`src/rtl/dnn_readout_pkg.sv`:
```
// Shared types and defaults for the DNN output-layer readout stage.
package dnn_readout_pkg;

    localparam int unsigned DEFAULT_NUM_CLASSES = 10;
    localparam int unsigned DEFAULT_DATA_WIDTH  = 16;

    typedef logic signed [DEFAULT_DATA_WIDTH-1:0] score_t;

    typedef enum logic [1:0] {
        IDLE,
        SCAN,
        STREAM
    } state_t;

endpackage

```
`src/rtl/dnn_argmax_step.sv`:
```
// One argmax step: signed compare of a candidate score against the running best.
module dnn_argmax_step
    import dnn_readout_pkg::*;
#(
    parameter int unsigned DATA_WIDTH = DEFAULT_DATA_WIDTH,
    parameter int unsigned IDX_WIDTH  = 4
) (
    input  logic        [IDX_WIDTH-1:0]  best_idx,
    input  logic signed [DATA_WIDTH-1:0] best_score,
    input  logic        [IDX_WIDTH-1:0]  cand_idx,
    input  logic signed [DATA_WIDTH-1:0] cand_score,
    output logic        [IDX_WIDTH-1:0]  sel_idx,
    output logic signed [DATA_WIDTH-1:0] sel_score
);

    logic take;

    // Equal scores resolve to the lower class index regardless of scan order.
    always_comb begin
        take = (cand_score > best_score) ||
               ((cand_score == best_score) && (cand_idx < best_idx));
        sel_idx   = take ? cand_idx   : best_idx;
        sel_score = take ? cand_score : best_score;
    end

endmodule

```
`src/rtl/dnn_result_reader.sv`:
```
// Output-layer readout: snapshot class scores, sequential argmax scan, then stream
// every score over valid/ready. Independent registered random-access read port.
module dnn_result_reader
    import dnn_readout_pkg::*;
#(
    parameter int unsigned NUM_CLASSES = DEFAULT_NUM_CLASSES,
    parameter int unsigned DATA_WIDTH  = DEFAULT_DATA_WIDTH,
    parameter int unsigned IDX_WIDTH   = $clog2(NUM_CLASSES)
) (
    input  logic                                    clk,
    input  logic                                    rst,
    input  logic                                    capture,
    input  logic [NUM_CLASSES-1:0][DATA_WIDTH-1:0]  scores,
    output logic                                    busy,
    output logic                                    pred_valid,
    output logic        [IDX_WIDTH-1:0]             pred_idx,
    output logic signed [DATA_WIDTH-1:0]            pred_score,
    output logic                                    m_valid,
    input  logic                                    m_ready,
    output logic signed [DATA_WIDTH-1:0]            m_data,
    output logic        [IDX_WIDTH-1:0]             m_idx,
    output logic                                    m_last,
    input  logic        [IDX_WIDTH-1:0]             rd_idx,
    output logic signed [DATA_WIDTH-1:0]            rd_data,
    output logic                                    rd_err
);

    typedef logic signed [DATA_WIDTH-1:0] word_t;

    localparam logic [IDX_WIDTH-1:0] LAST_IDX    = IDX_WIDTH'(NUM_CLASSES - 1);
    localparam logic [IDX_WIDTH:0]   NUM_CLS_EXT = (IDX_WIDTH + 1)'(NUM_CLASSES);

    state_t               state_q, state_d;
    word_t                snapshot_q [NUM_CLASSES];
    logic                 load;
    logic [IDX_WIDTH-1:0] scan_idx_q, scan_idx_d;
    logic [IDX_WIDTH-1:0] best_idx_q, best_idx_d;
    word_t                best_score_q, best_score_d;
    logic                 pred_valid_q, pred_valid_d;
    logic [IDX_WIDTH-1:0] pred_idx_q, pred_idx_d;
    word_t                pred_score_q, pred_score_d;
    logic [IDX_WIDTH-1:0] m_idx_q, m_idx_d;
    logic [IDX_WIDTH-1:0] step_idx;
    word_t                step_score;
    word_t                rd_data_q;
    logic                 rd_err_q;
    logic                 rd_in_range;

    dnn_argmax_step #(
        .DATA_WIDTH (DATA_WIDTH),
        .IDX_WIDTH  (IDX_WIDTH)
    ) u_argmax_step (
        .best_idx   (best_idx_q),
        .best_score (best_score_q),
        .cand_idx   (scan_idx_q),
        .cand_score (snapshot_q[scan_idx_q]),
        .sel_idx    (step_idx),
        .sel_score  (step_score)
    );

    assign rd_in_range = {1'b0, rd_idx} < NUM_CLS_EXT;

    // Flop array rather than RAM: capture loads every entry in one cycle.
    always_ff @(posedge clk or posedge rst) begin
        if (rst) begin
            for (int i = 0; i < NUM_CLASSES; i++) begin
                snapshot_q[i] <= '0;
            end
            rd_data_q <= '0;
            rd_err_q  <= 1'b0;
        end else begin
            if (load) begin
                for (int i = 0; i < NUM_CLASSES; i++) begin
                    snapshot_q[i] <= scores[i];
                end
            end
            rd_data_q <= rd_in_range ? snapshot_q[rd_idx] : '0;
            rd_err_q  <= ~rd_in_range;
        end
    end

    always_ff @(posedge clk or posedge rst) begin
        if (rst) begin
            state_q      <= IDLE;
            scan_idx_q   <= '0;
            best_idx_q   <= '0;
            best_score_q <= '0;
            pred_valid_q <= 1'b0;
            pred_idx_q   <= '0;
            pred_score_q <= '0;
            m_idx_q      <= '0;
        end else begin
            state_q      <= state_d;
            scan_idx_q   <= scan_idx_d;
            best_idx_q   <= best_idx_d;
            best_score_q <= best_score_d;
            pred_valid_q <= pred_valid_d;
            pred_idx_q   <= pred_idx_d;
            pred_score_q <= pred_score_d;
            m_idx_q      <= m_idx_d;
        end
    end

    always_comb begin
        state_d      = state_q;
        load         = 1'b0;
        scan_idx_d   = scan_idx_q;
        best_idx_d   = best_idx_q;
        best_score_d = best_score_q;
        pred_valid_d = pred_valid_q;
        pred_idx_d   = pred_idx_q;
        pred_score_d = pred_score_q;
        m_idx_d      = m_idx_q;

        // Capture wins in every state, so a run in progress is simply restarted.
        if (capture) begin
            load         = 1'b1;
            state_d      = SCAN;
            best_idx_d   = '0;
            best_score_d = scores[0];
            scan_idx_d   = IDX_WIDTH'(1);
            pred_valid_d = 1'b0;
            m_idx_d      = '0;
        end else begin
            case (state_q)
                SCAN: begin
                    best_idx_d   = step_idx;
                    best_score_d = step_score;
                    if (scan_idx_q == LAST_IDX) begin
                        state_d      = STREAM;
                        pred_valid_d = 1'b1;
                        pred_idx_d   = step_idx;
                        pred_score_d = step_score;
                        m_idx_d      = '0;
                    end else begin
                        scan_idx_d = scan_idx_q + 1'b1;
                    end
                end
                STREAM: begin
                    if (m_ready) begin
                        if (m_idx_q == LAST_IDX) begin
                            state_d = IDLE;
                            m_idx_d = '0;
                        end else begin
                            m_idx_d = m_idx_q + 1'b1;
                        end
                    end
                end
                default: ;
            endcase
        end
    end

    assign busy       = (state_q != IDLE);
    assign pred_valid = pred_valid_q;
    assign pred_idx   = pred_idx_q;
    assign pred_score = pred_score_q;
    assign m_valid    = (state_q == STREAM);
    assign m_idx      = m_idx_q;
    assign m_last     = m_valid && (m_idx_q == LAST_IDX);
    assign m_data     = m_valid ? snapshot_q[m_idx_q] : '0;
    assign rd_data    = rd_data_q;
    assign rd_err     = rd_err_q;

endmodule

```
`config.mk`:
```
export PLATFORM = sky130hd
export DESIGN_NAME = dnn_result_reader
export DESIGN_NICKNAME = d
export VERILOG_FILES = /design/src/rtl/dnn_readout_pkg.sv /design/src/rtl/dnn_argmax_step.sv /design/src/rtl/dnn_result_reader.sv
export SDC_FILE = /design/constraint.sdc
export NUM_CORES = 1
export LEC_CHECK = 0
export ABC_AREA = 1
export CAP_MARGIN = 40
export CORE_UTILIZATION = 49
export CTS_CLUSTER_SIZE = 24
export DETAILED_ROUTE_END_ITERATION = 8
export PLACE_DENSITY_LB_ADDON = 0.05
export RECOVER_POWER = 50
export SYNTH_ARGS = -nofsm -noshare
export SYNTH_HDL_FRONTEND = slang
export SYNTH_SLANG_ARGS = --single-unit
```
`constraint.sdc`:
```
create_clock -name clk -period 7.2 [get_ports clk]
set_input_delay 1.44 -clock clk [delete_from_list [all_inputs] [get_ports clk]]
set_output_delay 1.44 -clock clk [all_outputs]
set_load 0.01 [all_outputs]
```
==> impl_metrics.yaml <==
timing:
  setup_violations: 0
  finClkSkew_ns: 0.0308
  rsz0062_at_grt: "no"
  final-hold-violation-count: 0
  slew_violations: 170
  worstMarginPinSlew_ns: 4.14
  min_period_over_period: 0.752
  min_period_ns: 5.42
  fmax_mhz: 185
  tns_ns: 0
  worst_slack_ns: 1.78
  slew_headroom: -1.76
logic_synthesis:
  synth.area.mux_share: 0
  synthCells: 1926
  synth-seq-cells: 228
  seq_area_frac_synth: 0.418
  synth_top_family_by_area: "compound AO/OA/AOI/OAI gates"
  synth-xor-area-share: 0
  synth_fp_nets: 2117
  synth-simple-area-share: 0.217
  synth_adder_area_share: 0.0211
  ys_warn_count: 0
  synth-compound-area-share: 0.241
  syn_avg_cell_area_um2: 7.09
  ys_types: 36
  netlist_area_um2: 13700
global_routing:
  grt_pass1_wl_um: 79200
  grt_max_degree: 195
  grt_pass1_vias: 13110
  grt-ovfl-total: 0
  track_usage: 0.369
  antenna_found_initial: 0
die:
  top_level_ports: 229
  die_area_um2: 28500
  core_um2: 27200
  initial_core_util: 0.502
  num_rows: 60
  die_w_um: 169
  die_y_um: 169
cts:
  clk_pin_slew_ns: 0.06
  htreeDepth: 1
  cts_sinks: 228
  cts_buffers: 26
  cts_repair_resize_count: 0
  clockBufferDepth: 3
  hold_buffers: 0
  cts_tree: "built"
  cts_setup_buffers: 0
  cts_root_buffer: "clkbuf_16"
  clkLatencyLatePin_ns: 0.56
cells_and_area:
  n_fill_cell: 2525
  nets: 2260
  layoutNonFillerInstCount: 2459
  area_delta_synth_final_pct: 24.1
  post-route-util: 0.623
  drive_above_1_share: 0.0489
  antenna_cells: 0
  fin_area_um2: 16900
route:
  vias: 14192
  wl_um: 52800
  wire_per_inst_um: 21.5
  first_iter_violations: 1848
  via_per_inst: 5.77
  ant_nets: 0
  drtPass1Iterations: 6
  drcViolationCount: 0
power_and_ir_drop:
  pwr-share-comb: 0.431
  swShare: 0.423
  p_clk_frac: 0.266
  leakage_uw: 0.00780
  p_per_area_nw_per_um2: 311
  vdd_drop_max_v: 0.000275
  seq_power_share: 0.303
  internal-power_uw: 3050
  power.switching_uw: 2230
worst_setup_path:
  arrival_ns: 5.91
  cp_data_required_time_ns: 7.69
  critPathLaunchType: "input port"
  critical_path_class: "input port to flip-flop"
  r2r_cells: 17
  crit_fanout: 103
  end_kind: "flip-flop"
worst_hold_path:
  hold_depth: 2
  min_path_type: "flip-flop to flip-flop"
placed_design:
  gp_congestion: 0.996
  placed_area_um2: 16100
  dp_cells: 2413
  place_hpwl_um: 37500
  preCtsSetupSlack_ns: 2.84
  port_buffers: 228
status:
  status: "finished with violations"
  violations: "max-capacitance violations, max-slew violations"
job:
  cap_viol_max_count: 2
## final cells by class
class | count | area, um2 | share of cell area
flip-flops and latches | 228 | 5710 | 0.337
inverters | 214 | 805 | 0.0475
multi-input cells | 1348 | 6550 | 0.386
clock inverters | 15 | 195 | 0.0115
well taps | 372 | 465 | 0.0275
repair buffers | 251 | 2520 | 0.149
clock buffers | 31 | 699 | 0.0413
## synthesized netlist by cell type, drive strengths merged
master     n  area (um2)
o2111ai    6        52.6
buf       56         307
a21oi    200        1000
o211ai    10        80.1
clkinv     7        26.3
nand4      1        6.26
inv      207         777
a211oi     7        52.6
nand3    173         961
a21o       1        7.51
o21ai    379        1900
a21boi     1        7.51
o22ai     18         113
nand2    482        1820
o21a       1        7.51
dfrtp    228        5710
clkbuf    80         300
ha        23         288
o221ai     1        8.76
nor3       6        51.3
o32ai      7        61.3
nor2      31         121
nor3b      1        7.51
## kinds of logic (layout without fill, tap and decap cells)
group                    after synthesis  in the layout
AND/OR/NAND/NOR                      694            694
adder cells (fa/ha/maj)               23             23
AO/OA/AOI/OAI                        631            631
flip-flops                           228            228
buffers and inverters                350            511
## critical path, stage by stage
cell and delay (ns):
clkbuf_1 2.85, nor2_2 0.45, inv_1 0.74, o22ai_1 0.13, inv_1 0.08, nand2_1 0.05, inv_1 0.06
## stage by stage
stage               hold slack, ns  total power, uW
floorplan                    0.449             3180
finish                       0.475             5280
detailed placement           0.464             3820
CTS                          0.480             5230
global placement             0.463             3750
global route                 0.488             5590
## state kept, by name, indices dropped and copies added, names as in the netlist
signal / flops
rd_err: 1
pred_valid: 1
best_score_q: 16
m_idx: 4
rd_data: 16
state_q: 2
pred_idx: 4
pred_score: 16
best_idx_q: 4
scan_idx_q: 4
snapshot_q: 160
## power groups by stage
stage | Clock (uW) | Sequential, uW | Combinational (uW)
3_3_place_gp | 0 | 1610 | 2140
6_report | 1400 | 1600 | 2270
5_1_grt | 1460 | 1610 | 2520
2_1_floorplan | 0 | 1570 | 1610
4_1_cts | 1410 | 1590 | 2230
3_5_place_dp | 0 | 1610 | 2210
## cell usage in the layout, fill, tap and decap left out, drive strengths merged
cell type / netlist / routed
inv: 207 / 206
buf: 56 / 23
clkdlybuf4s50: 0 / 225
clkbuf: 80 / 33
a21o: 1 / 1
nand3: 173 / 173
o211ai: 10 / 10
a21boi: 1 / 1
o21ai: 379 / 379
nor2: 31 / 31
ha: 23 / 23
nand2: 482 / 482
o32ai: 7 / 7
o2111ai: 6 / 6
a211oi: 7 / 7
clkinvlp: 0 / 3
dfrtp: 228 / 228
a21oi: 200 / 200
bufinv: 0 / 4
clkinv: 7 / 16
nand4: 1 / 1
o22ai: 18 / 18
nor3b: 1 / 1
o21a: 1 / 1
o221ai: 1 / 1
dlygate4sd3: 0 / 1
nor3: 6 / 6
## final timing paths
path | startpoint | to | slack [ns]
max | capture | best_score_q[6] | 1.78
min | pred_score[3] | pred_score[3] | 0.48
max reg2reg | scan_idx_q[0] | best_idx_q[1] | 2.71
min reg2reg | pred_score[3] | pred_score[3] | 0.48
max in group asynchronous | rst | snapshot_q[40] | 2.34
min in group asynchronous | rst | snapshot_q[61] | 1.27
## layer usage
layer | global-route usage | wire length, um
met1 | 0.528 | 22700
met2 | 0.537 | 22100
met3 | 0.0779 | 5670
met4 | 0.164 | 2350
met5 | 0 | 0
(Power assumes the default switching activity.)
